--- src/rtl/i2c_pkg.sv ---
// Shared types and sizing helpers for the I2C register-sequence controller.
package i2c_pkg;

    typedef enum logic [1:0] {
        IDLE  = 2'd0,
        LOAD  = 2'd1,
        RUN   = 2'd2,
        GUARD = 2'd3
    } state_t;

    function automatic int bit_cyc(input int clk_freq, input int i2c_freq);
        return clk_freq / i2c_freq;
    endfunction

    // Smallest width able to hold values 0..max_val.
    function automatic int cnt_width(input int max_val);
        return (max_val < 2) ? 1 : $clog2(max_val + 1);
    endfunction

endpackage

--- src/rtl/i2c_byte_buf.sv ---
// 8x8 write-byte buffer: synchronous write port, combinational read port.
module i2c_byte_buf (
    input  logic       clk,
    input  logic       we,
    input  logic [2:0] waddr,
    input  logic [7:0] wdata,
    input  logic [2:0] raddr,
    output logic [7:0] rdata
);

    logic [7:0] mem [8];

    always_ff @(posedge clk) begin
        if (we) begin
            mem[waddr] <= wdata;
        end
    end

    assign rdata = mem[raddr];

endmodule

--- src/rtl/i2c_reg_seq.sv ---
// Command sequencer driving an external I2C byte engine: buffers write bytes,
// tracks ack-phase edges from the engine, captures read bytes, times out on NACK.
module i2c_reg_seq
    import i2c_pkg::*;
#(
    parameter int CLK_FREQ     = 100_000_000,
    parameter int I2C_FREQ     = 100_000,
    parameter int MSB_FIRST    = 1,
    parameter int TIMEOUT_BITS = 12
) (
    input  logic       clk,
    input  logic       arstn,
    input  logic       cmd_valid,
    output logic       cmd_ready,
    input  logic       cmd_rw,
    input  logic [6:0] cmd_slave,
    input  logic [2:0] cmd_len,
    input  logic [7:0] wr_data,
    input  logic       wr_valid,
    output logic       wr_ready,
    output logic [7:0] rd_data,
    output logic       rd_valid,
    output logic       done,
    output logic       err,
    output logic       busy,
    output logic       ena_i2c,
    output logic [7:0] adrr_r_w,
    output logic [7:0] byte_2_send,
    output logic       msb_lsb,
    input  logic       end_trans,
    input  logic [7:0] byte_received
);

    localparam int BIT_CYC = bit_cyc(CLK_FREQ, I2C_FREQ);
    localparam int TO_MAX  = TIMEOUT_BITS * BIT_CYC;
    localparam int GD_MAX  = 2 * BIT_CYC;
    localparam int TW      = cnt_width(TO_MAX);
    localparam int GW      = cnt_width(GD_MAX);

    state_t        state_q, state_d;
    logic          rw_q, rw_d;
    logic [2:0]    len_q, len_d;
    logic [7:0]    adrr_q, adrr_d;
    logic [3:0]    wptr_q, wptr_d;
    logic [3:0]    k_q, k_d;
    logic [TW-1:0] to_cnt_q, to_cnt_d;
    logic [GW-1:0] gd_cnt_q, gd_cnt_d;
    logic          end_prev_q, end_prev_d;
    logic [7:0]    byte_tx_q, byte_tx_d;
    logic [7:0]    rd_data_q, rd_data_d;
    logic          rd_valid_q, rd_valid_d;
    logic          done_q, done_d;
    logic          err_q, err_d;
    logic          err_flag_q, err_flag_d;

    logic          buf_we;
    logic [7:0]    buf_rdata;
    logic          ack_edge;

    i2c_byte_buf u_buf (
        .clk   (clk),
        .we    (buf_we),
        .waddr (wptr_q[2:0]),
        .wdata (wr_data),
        .raddr (k_q[2:0]),
        .rdata (buf_rdata)
    );

    // A held-high end_trans level yields a single edge.
    assign ack_edge = end_trans & ~end_prev_q;

    always_comb begin
        state_d    = state_q;
        rw_d       = rw_q;
        len_d      = len_q;
        adrr_d     = adrr_q;
        wptr_d     = wptr_q;
        k_d        = k_q;
        to_cnt_d   = to_cnt_q;
        gd_cnt_d   = gd_cnt_q;
        end_prev_d = end_trans;
        byte_tx_d  = byte_tx_q;
        rd_data_d  = rd_data_q;
        rd_valid_d = 1'b0;
        done_d     = 1'b0;
        err_d      = 1'b0;
        err_flag_d = err_flag_q;
        buf_we     = 1'b0;

        case (state_q)
            IDLE: begin
                if (cmd_valid) begin
                    rw_d       = cmd_rw;
                    len_d      = cmd_len;
                    adrr_d     = {cmd_slave, cmd_rw};
                    wptr_d     = 4'd0;
                    k_d        = 4'd0;
                    to_cnt_d   = '0;
                    err_flag_d = 1'b0;
                    state_d    = cmd_rw ? RUN : LOAD;
                end
            end
            LOAD: begin
                if (wr_valid) begin
                    buf_we = 1'b1;
                    wptr_d = wptr_q + 4'd1;
                    if (wptr_q == {1'b0, len_q}) begin
                        state_d = RUN;
                    end
                end
            end
            RUN: begin
                if (ack_edge) begin
                    to_cnt_d = '0;
                    k_d      = k_q + 4'd1;
                    // Edge k acks the previous byte; present byte k for the next write slot.
                    if (!rw_q && (k_q <= {1'b0, len_q})) begin
                        byte_tx_d = buf_rdata;
                    end
                    if (rw_q && (k_q != 4'd0)) begin
                        rd_data_d  = byte_received;
                        rd_valid_d = 1'b1;
                    end
                    if (k_q == ({1'b0, len_q} + 4'd1)) begin
                        state_d    = GUARD;
                        gd_cnt_d   = '0;
                        err_flag_d = 1'b0;
                    end
                end else if (to_cnt_q == TW'(TO_MAX - 1)) begin
                    state_d    = GUARD;
                    gd_cnt_d   = '0;
                    err_flag_d = 1'b1;
                end else begin
                    to_cnt_d = to_cnt_q + TW'(1);
                end
            end
            GUARD: begin
                if (gd_cnt_q == GW'(GD_MAX - 1)) begin
                    state_d = IDLE;
                    done_d  = 1'b1;
                    err_d   = err_flag_q;
                end else begin
                    gd_cnt_d = gd_cnt_q + GW'(1);
                end
            end
            default: state_d = IDLE;
        endcase
    end

    always_ff @(posedge clk) begin
        if (!arstn) begin
            state_q    <= IDLE;
            rw_q       <= 1'b0;
            len_q      <= 3'd0;
            adrr_q     <= 8'd0;
            wptr_q     <= 4'd0;
            k_q        <= 4'd0;
            to_cnt_q   <= '0;
            gd_cnt_q   <= '0;
            end_prev_q <= 1'b0;
            byte_tx_q  <= 8'd0;
            rd_data_q  <= 8'd0;
            rd_valid_q <= 1'b0;
            done_q     <= 1'b0;
            err_q      <= 1'b0;
            err_flag_q <= 1'b0;
        end else begin
            state_q    <= state_d;
            rw_q       <= rw_d;
            len_q      <= len_d;
            adrr_q     <= adrr_d;
            wptr_q     <= wptr_d;
            k_q        <= k_d;
            to_cnt_q   <= to_cnt_d;
            gd_cnt_q   <= gd_cnt_d;
            end_prev_q <= end_prev_d;
            byte_tx_q  <= byte_tx_d;
            rd_data_q  <= rd_data_d;
            rd_valid_q <= rd_valid_d;
            done_q     <= done_d;
            err_q      <= err_d;
            err_flag_q <= err_flag_d;
        end
    end

    assign cmd_ready   = (state_q == IDLE);
    assign wr_ready    = (state_q == LOAD);
    assign busy        = (state_q != IDLE);
    assign ena_i2c     = (state_q == RUN);
    assign rd_data     = rd_data_q;
    assign rd_valid    = rd_valid_q;
    assign done        = done_q;
    assign err         = err_q;
    assign adrr_r_w    = adrr_q;
    assign byte_2_send = byte_tx_q;
    assign msb_lsb     = (MSB_FIRST != 0);

endmodule

--- config.mk ---
export PLATFORM = sky130hd
export DESIGN_NAME = i2c_reg_seq
export DESIGN_NICKNAME = d
export VERILOG_FILES = /design/src/rtl/i2c_pkg.sv /design/src/rtl/i2c_byte_buf.sv /design/src/rtl/i2c_reg_seq.sv
export SDC_FILE = /design/constraint.sdc
export NUM_CORES = 1
export LEC_CHECK = 0
export ABC_AREA = 1
export CORE_UTILIZATION = 52
export DETAILED_ROUTE_END_ITERATION = 6
export GPL_TIMING_DRIVEN = 0
export PLACE_DENSITY = 0.8
export SLEW_MARGIN = 20
export SYNTH_ARGS = -nofsm -noshare
export SYNTH_HDL_FRONTEND = slang
export SYNTH_HIERARCHICAL = 1
export SYNTH_SLANG_ARGS = --single-unit
export TNS_END_PERCENT = 5
--- constraint.sdc ---
create_clock -name clk -period 1.5 [get_ports clk]
set_input_delay 0.225 -clock clk [delete_from_list [all_inputs] [get_ports clk]]
set_output_delay 0.225 -clock clk [all_outputs]
set_load 0.05 [all_outputs]
After elaboration in Yosys (flattened, before gate mapping)
Memories as Yosys holds them, arrays and structs flattened. A register that Yosys moved wholly into a read port is not among the register bits.
Index checks and enable logic that the tools add are counted.
{ "totals": {"reg_bits": 60, "mem_bits_rw": 64, "inputBits": 32, "out_inout_bits": 32, "elab_cells": 95, "n_memories": 1} }
{ "memory_table": {"columns": ["name", "words", "width", "read_ports", "rd_ports_with_merged_regs", "wr", "line_no", "rtl"], "rows": [
  ["u_buf.mem", 8, 8, 1, 1, 1, "i2c_byte_buf.sv:11", "logic [7:0] mem [8];"]
]} }
{ "op_classes": {"addsub": 5, "n_lt_le_gt_ge": 1, "eq_ne": 16, "mux": 34, "n_bitwise": 2, "reduce_logical": 22} }
{ "op_table": {"columns": ["operator", "count"], "rows": [
  ["11-bit two-way mux", 4],
  ["14-bit two-way mux", 3],
  ["14-bit one-hot mux with 2 select lines", 1],
  ["11-bit one-hot mux with 2 select lines", 1],
  ["3-bit AND reduction", 7],
  ["2-bit two-way mux", 8],
  ["4-bit one-hot mux with 2 select lines", 2],
  ["14-bit by 1-bit adder with 14-bit output (second input constant)", 1],
  ["14-bit == test (second input constant)", 1],
  ["4-bit two-way mux", 3],
  ["11-bit by 1-bit adder with 11-bit output (second input constant)", 1],
  ["11-bit == test (second input constant)", 1],
  ["1-bit two-way mux", 10],
  ["4-bit by 1-bit adder with 4-bit output (second input constant)", 2],
  ["2-bit inequality test (second input constant)", 4],
  ["2-bit one-hot mux with 4 select lines", 1],
  ["4-bit AND reduction", 2],
  ["2-bit nonzero test", 4],
  ["6-bit AND reduction", 1],
  ["3-bit by 1-bit adder with 4-bit output (second input constant)", 1],
  ["2-bit == test (second input constant)", 2],
  ["4-bit by 3-bit == test with 1-bit output", 1],
  ["4-bit == test", 1],
  ["4-bit by 3-bit <= comparator with 1-bit output", 1],
  ["other kinds (13)", 17]
]} }

Logic depth before layout (Yosys ltp)
Gate-level depths: netlist of run 1.
{ "depth": {"depth_word": 5, "depth_mapped": 12, "depth_no_buf": 12} }

Hierarchy
Netlist of run 1, hierarchy kept.
{ "modules_own_cells": {"columns": ["module", "n_inst", "cells_each", "area_each_um2", "seq_area_each_um2"], "rows": [
  ["i2c_reg_seq", 1, 530, 3563.4, 1341.3],
  ["i2c_byte_buf", 1, 295, 2890.3, 1921.8]
]} }

Worst setup path after synthesis of run 1
No wires, ideal clock.
{ "synth_path": {"path_kind": "register to register", "startpoint": "register state_q[0]", "endpoint": "register wptr_q[3]", "setup_time_ns": 0.122, "arrival_time_ns": 1.964, "required_time_ns": 1.378, "path_slack_ns": -0.586, "stages_incl_launch_ff": 8, "n_path_buf": 0, "period_less_slack_ns": 2.086, "path_cell_list": "dfxtp_1 > inv_1 > ha_1 > inv_1 > a21oi_1 > nand4_1 > xor2_1 > nor2_1"} }
{ "synth_via": {"elab_chain_len": 3, "elab_cells_between_ends": 7, "cone_classes": "eq/ne (3); mux (1); reduce/logical (3)"} }
{ "synth_lines": {"columns": ["element", "line_no", "rtl"], "rows": [
  ["from (decl)", "i2c_reg_seq.sv:40", "state_t state_q, state_d;"],
  ["from (signal assigned)", "i2c_reg_seq.sv:168", "state_q <= state_d;"],
  ["2-bit zero test *", null, null],
  ["named net cmd_ready", "i2c_reg_seq.sv:14", "output logic cmd_ready,"],
  ["2-bit inequality test (no line) or 2-bit nonzero test (tied branches)", null, null],
  ["3-bit AND reduction (no line)", null, null],
  ["to (signal assigned)", "i2c_reg_seq.sv:172", "wptr_q <= wptr_d;"],
  ["to (decl)", "i2c_reg_seq.sv:44", "logic [3:0] wptr_q, wptr_d;"]
]} }
Mark *: on every way through the listed nets, which the timed path passes. The rest lies on a longest branch.
A chain may end at the register's enable or synchronous reset.

Worst setup path after layout of run 1
{ "layout_path": {"startpoint": "register state_q[1]", "endpoint": "output port busy"} }
{ "layout_via": {"elab_chain_len": 1} }
{ "layout_lines": {"columns": ["element", "line_no", "rtl"], "rows": [
  ["2-bit nonzero test", "i2c_reg_seq.sv:188", "assign busy = (state_q != IDLE);"],
  ["to (decl)", "i2c_reg_seq.sv:25", "output logic busy,"]
]} }
No other way between the ends.

==> results of run 1 <==
layout by cell type (no fill, tap or decap), types with 9 or more instances in the layout:
cell type	synthesis	layout
clkbuf_2	0	11
nand2_2	4	10
clkdlybuf4s50_1	0	31
nor2_4	2	13
inv_1	135	120
clkbuf_1	6	11
o21ai_0	40	23
nand3_1	68	67
dfxtp_1	67	55
a21oi_1	28	25
nand2_1	213	202
o21ai_1	0	15
inv_4	1	11
nor2_1	104	93
buf_6	8	9
buf_4	6	21
edfxtp_1	64	64
nand4_1	23	23
clkbuf_16	0	18
metal layers:
layer | wire (microns) | share of wire, % | vias up
met3 | 1240 | 7.5 | 27
met2 | 7890 | 48 | 254
met1 | 7050 | 43 | 2686
li1 | - | - | 2845
met5 | 0 | 0 | -
met4 | 266 | 1.6 | 0
cell families after synthesis:
family / synth area share (%)
buf+inv: 11.1
flops: 50.6
xor+xnor: 0.543
other cells: 0.0581
simple gates: 29.5
compound gates: 5.76
fa+ha+maj: 2.52
timing repair:
| action | CTS | global route |
|---|---|---|
| setup buffers | 6 | 15 |
| resized for setup | 139 | 83 |
| pin swaps | 13 | 32 |
| gates cloned | 1 | 2 |
| endpoints found under the setup margin | 156 | 139 |
where the power goes:
| group | total [mW] | internal, mW | switching, mW |
|---|---|---|---|
| combinational | 5.80 | 2.15 | 3.65 |
| clock | 3.88 | 2.44 | 1.44 |
| sequential | 4.35 | 4.09 | 0.268 |
| total | 14.0 | 8.68 | 5.36 |
registers in the layout, indices dropped and copies added (netlist names):
register	flops
byte_2_send	8
state_q	2
gd_cnt_q	11
k_q	4
err	1
rd_data	8
to_cnt_q	14
u_buf/mem	64
wptr_q	4
rd_valid	1
adrr_r_w	8
end_prev_q	1
len_q	3
err_flag_q	1
done	1
cell usage after synthesis, drive strengths merged (4+ instances only):
cell and n:
nand2 219, inv 140, nor2 109, nand3 72, dfxtp 67, edfxtp 64, o21ai 40, a21oi 28
nand4 23, buf 19, ha 13, nor3 8, clkbuf 6, xor2 4
worst max path at each step:
stage	start	endpoint	slack, ns	cells after the start
2_1_floorplan	state_q[1]$_SDFFE_PN0P_	wptr_q[3]$_SDFFE_PN0P_	-0.18	7
3_3_place_gp	wr_valid	u_buf/mem[3][6]$_DFFE_PP_	-0.46	5
3_5_place_dp	end_trans	byte_2_send[6]$_SDFFE_PN0P_	-0.48	9
4_1_cts	state_q[1]$_SDFFE_PN0P_	u_buf/mem[0][5]$_DFFE_PP_	-0.19	6
5_1_grt	state_q[0]$_SDFFE_PN0P_	to_cnt_q[2]$_SDFFE_PN0P_	-0.24	11
6_report	state_q[1]$_SDFFE_PN0P_	busy	-0.16	5
critical path, delay by kind of cell (launching register included):
kind       cells  cell delay, ns
fa+ha+maj      1            0.17
buf+inv        4            0.48
flops          1            0.36
cell type report:
class	count	area (sq um)
sequential	131	3300
clock buffer	27	503
timing repair buffer	84	841
clock inverter	5	50.0
fill	866	3560
multi-input combinational	530	2820
buffer	25	216
inverter	141	564
tap	168	210
metrics by stage:
step | worst slack, ns | power, mW
floorplan | -0.180 | 7.73
global placement | -0.462 | 8.82
detailed placement | -0.484 | 8.88
CTS | -0.190 | 13.1
global route | -0.244 | 14.7
finish | -0.155 | 14.0
==> impl_results.md, run 1 <==
* Main synth FF type: dfxtp_1
* FF-to-FF setup slack at -0.15 ns
* IO Pins at 64
* Met3 Usage GRT at 6.27%
* PwrDens at 1650 mW/mm^2
* Average via count per standard cell at 5.23
* Fin crit period at 1.66 ns
* Sequential share of the synthesized area at 50.6%
* Hold Path End: end_prev_q$_SDFF_PN0_
* R2r startpoint: len_q[0]$_SDFFE_PN0P_
* Starting Density at 53.5%
* Largest net degree at the start of global routing at 17
* H-tree depth at 4
* DR iter-0 viols at 541
* Reg-to-reg endpoint: state_q[0]$_SDFFE_PN0P_
* Area contributors post-synth: edfxtp_1 (30%), dfxtp_1 (21%), nand2_1 (12%), inv_1 (7.9%), nor2_1 (6.0%)
* CP endpoint kind: output port
* Die X at 113 microns
* Placed cell count at 1055
* Share of cells above drive strength 1 at 19.4%
* Violated checks: setup timing
* Fin Hold WS at 0.392 ns
* Final period utilization at 110%
* Post-route insts no fill at 1111
* Final setup violation count at 41
* Root Buffer: clkbuf_16
* Drt wl/cell at 14.8 microns
* Maximum clock rate at 0.604 GHz
* Row count at 40
* Mapped cell area at 0.00645 sq mm
* Rel. slew slack at 59.3%
* Post-synth ARST share at 0%
* Post-synth top area cell: edfxtp_1
* Cell Chain, Critical Path: inv_4 > ha_4 > buf_6 > clkinvlp_4 > buf_8
* Distinct cells, synth at 34
* Post-route cell area at 0.00850 sq mm
* DP Wirelength at 10000 microns
* Initial antenna violation count at 0
* Post-synth EDFFs at 64
* RSZ-0062 raised after global routing: yes
* Hold wc startpoint: end_trans
* Clk Latency, worst-skew pair at 0.42 ns
* Leakage at 3.61 nW
* Slew @ Worst Pin at 0.611 ns
* Num CTS Buffers at 17
* Vias in the first global route at 5151
* Fin util at 70.5%
* Synth Register Bits at 131
* Clk sinks at 131
* Worst-path fanout max at 5
* Pins over their slew limit at 0
* Hold Crit Class: in -> reg
* Vias at 5812
* Drt drc at 0
* Worst Path Required at 1.27 ns
* Cts hold-fix bufs at 0
* Synth warn at 6
* Fin. Hold Viols at 0
* Status: finished, violations left
* Diode count at 0
* First-pass GRT wire length at 25000 microns
* Grt ovf at 0
* Mapped Nets at 870
* Worst hold path stage count at 3
* GR peak layer: met2
* Clock Skew at 0.00785 ns
* Critical path class: reg -> out
* CTS Buffer Depth at 2
* CTS tree: built
* Routed Antenna Nets at 0
* Worst-case reg-to-reg path depth at 11
* Max IR drop VDD at 764 uV
* Syn Inst Count at 825
* Startpoint types: flop
* Reg clk slew, reported paths at 0.05 ns
* Area Overhead vs Synth at 31.8%
* Chip height at 113 microns
* IO buf count at 62
* Fin nets at 975
* # Max-Cap Violations at 0
* GRT met2 Usage at 41.0%
* Gpl congestion at 0.853
* Core box area at 0.0121 sq mm
* Die area at 0.0129 sq mm
* Worst setup margin at -0.155 ns
* Setup TNS at -3.84 ns
* Critical path's slowest cell: dfxtp_4
* Critical path's largest stage delay at 0.36 ns
* WP data arrival at 1.43 ns
* Placed cell areas at 0.00736 sq mm
* Pre-antenna DRT Iters at 5
* Mapped Avg Cell Area at 7.82 sq um
* Post-synth top area share at 29.8%
* Total Wirelength at 16500 microns
* Tot GR Track Use at 25.2%
* Grt met1 use at 33.1%
(Power assumes the default switching activity.)
==> run 2, diff against run 1 <==
- CAP_MARGIN: not set -> 40
- CORE_ASPECT_RATIO: not set -> 1.2
==> run 2 against run 1 <==
  * The flow still finishes with violations (setup timing)
  * Register-to-register slack worse by 0.05 ns
  * Clock skew is 0.00051 ns lower
  * Hold slack worse by 0.033 ns
  * Worst setup slack worse by 0.046 ns
  * Utilization is 1.3 points lower
  * Cell area is 1.5% lower
  * Sequential share of layout area is 0.62 points higher
  * Critical path type is now reg -> reg
  * Sequential power is 0.9% higher
  * Highest routed layer unchanged
  * Clock power is 11% higher
  * Sequential cell count stayed put
  * Maximum frequency is 2.7% lower
  * Critical path depth is 6 higher
==> impl_results.md, run 2 (synthesis gave the netlist of run 1 again) <==
* Status: finished, violations left
* Worst-case reg-to-reg path depth at 11
* PwrDens at 1740 mW/mm^2
* Setup TNS at -6.33 ns
* Pre-antenna DRT Iters at 5
* DR iter-0 viols at 364
* Most flops, register: u_buf/mem
* Grt met1 use at 29.1%
* Biggest regs: u_buf/mem (64), to_cnt_q (14), gd_cnt_q (11)
* Maximum clock rate at 0.588 GHz
* Average via count per standard cell at 5.22
* Initial antenna violation count at 0
* Clk sinks at 131
* Fin crit period at 1.70 ns
* Worst setup margin at -0.201 ns
* Crit path top cell by count: nor2_1
* RSZ-0062 raised after global routing: yes
* Leakage at 3.58 nW
* Vias at 5734
* R2r startpoint: len_q[1]$_SDFFE_PN0P_
* H-tree depth at 4
* Share of cells above drive strength 1 at 20.8%
* Cts hold-fix bufs at 0
* Fin. Hold Viols at 0
* Die area at 0.0129 sq mm
* CP endpoint kind: flop
* Crit path max-delay family: simple AND/OR/NAND/NOR gates
* DP Wirelength at 10100 microns
* Slew @ Worst Pin at 0.632 ns
* Critical path's largest stage delay at 0.39 ns
* Hold Path End: end_prev_q$_SDFF_PN0_
* IO Pins at 64
* Drt drc at 0
* Max IR drop VDD at 1740 uV
* Root Buffer: clkbuf_16
* Reg clk slew, reported paths at 0.06 ns
* Number of flip-flops in the largest register at 64
* Worst-path fanout max at 8
* Total Power at 14.6 mW
* Reg-to-reg endpoint: byte_2_send[4]$_SDFFE_PN0P_
* Met3 Usage GRT at 5.70%
* Critical path class: reg -> reg
* Startpoint types: flop
* Worst Path Required at 1.81 ns
* Row count at 44
* Most frequent cells in the layout: nand2_1 (195), inv_1 (120), nor2_1 (89)
* Fin nets at 970
* Largest net degree at the start of global routing at 17
* CTS Buffer Depth at 2
* FF-to-FF setup slack at -0.20 ns
* Die X at 104 microns
* Rel. slew slack at 57.9%
* Total Wirelength at 16700 microns
* Critical path's slowest cell: dfxtp_4
* Drt wl/cell at 15.2 microns
* # Max-Cap Violations at 0
* Diode count at 0
* Pins over their slew limit at 0
* CTS tree: built
* Worst hold path stage count at 3
* WP data arrival at 2.01 ns
* Num CTS Buffers at 17
* GRT met2 Usage at 45.2%
* Violated checks: setup timing
* Chip height at 124 microns
* Grt ovf at 0
* Gpl congestion at 0.892
* Clk Latency, worst-skew pair at 0.42 ns
* Final setup violation count at 75
* GR peak layer: met2
* Hold Crit Class: in -> reg
* IO buf count at 62
* Tot GR Track Use at 25.2%
* First-pass GRT wire length at 25100 microns
* Vias in the first global route at 5323
* Core box area at 0.0121 sq mm
* Routed Antenna Nets at 0
* Clock Skew at 0.00734 ns
* Cell Chain, Critical Path: inv_4 > ha_4 > inv_2 > nor2_2 > nor2_1 > nor2_1 > o32ai_4 > nand2_2 > inv_4 > nor2_1 > nor2_1
* Commonest non-fill, non-tap cell in the layout: nand2_1
* Hold wc startpoint: end_trans
* Starting Density at 53.3%
* Area Overhead vs Synth at 29.8%
* Final period utilization at 113%
* WP buf/inv at 3
==> run 2: cell types whose count changed in the layout (fill, tap and decap cells not counted), sizes merged <==
cell / change
clkinv: +4
bufinv: +3
clkdlybuf4s15: -11
dlygate4sd2: +1
buf: -4
clkinvlp: +2
==> run 2: power breakdown <==
group | switching (mW) | leakage, nW | internal [mW]
combinational | 3.70 | 2.15 | 2.21
clock | 1.53 | 0.295 | 2.77
sequential | 0.298 | 1.13 | 4.09
==> run 2: cell type report <==
class                           count  area (sq um)
Fill cell                         907          3730
Sequential cell                   131          3300
Multi-Input combinational cell    530          2820
Timing Repair Buffer               79           662
Inverter                          141           567
Clock buffer                       18           429
Buffer                             25           209
Tap cell                          161           201
Clock inverter                     14           188
==> run 2: worst min-delay path: stages <==
cell and delay [ns]:
clkdlybuf4s50_1 0.42, nand2_1 0.06, inv_1 0.03
==> run 2: through the flow <==
step	hold slack, ns	util [%]	area [sq um]	instances	worst slack [ns]
2_1_floorplan	0.318	-	6530	825	-0.180
3_5_place_dp	0.457	60.7	7350	1048	-0.517
5_1_grt	0.375	69.2	8380	1099	-0.272
4_1_cts	0.348	67.6	8190	1092	-0.250
3_3_place_gp	0.455	60.7	7350	1048	-0.483
6_report	0.358	69.2	8380	1099	-0.201
==> run 2: worst max path at each step <==
stage                                        to  cells past startpoint  slack (ns)               startpoint
floorplan                wptr_q[3]$_SDFFE_PN0P_                      7       -0.18  state_q[1]$_SDFFE_PN0P_
global route           gd_cnt_q[5]$_SDFFE_PN0P_                     11       -0.27      k_q[0]$_SDFFE_PN0P_
CTS                                        busy                      4       -0.25  state_q[0]$_SDFFE_PN0P_
global placement    byte_2_send[1]$_SDFFE_PN0P_                      9       -0.48                end_trans
detailed placement  byte_2_send[7]$_SDFFE_PN0P_                      9       -0.52                end_trans
finish              byte_2_send[4]$_SDFFE_PN0P_                     11       -0.20    len_q[1]$_SDFFE_PN0P_
==> run 2: routing by layer <==
| metal | part of all wire [%] | vias to the layer above |
|---|---|---|
| met5 | 0 | - |
| met4 | 2.7 | 0 |
| met3 | 5.2 | 38 |
| met2 | 52 | 196 |
| met1 | 40 | 2664 |
| li1 | - | 2836 |
==> run 2: repair_timing <==
item / CTS / global route
gates cloned: 2 / 2
setup endpoints to repair: 146 / 131
pin swaps: 14 / 17
resized for setup: 133 / 96
buffers inserted: 10 / 5
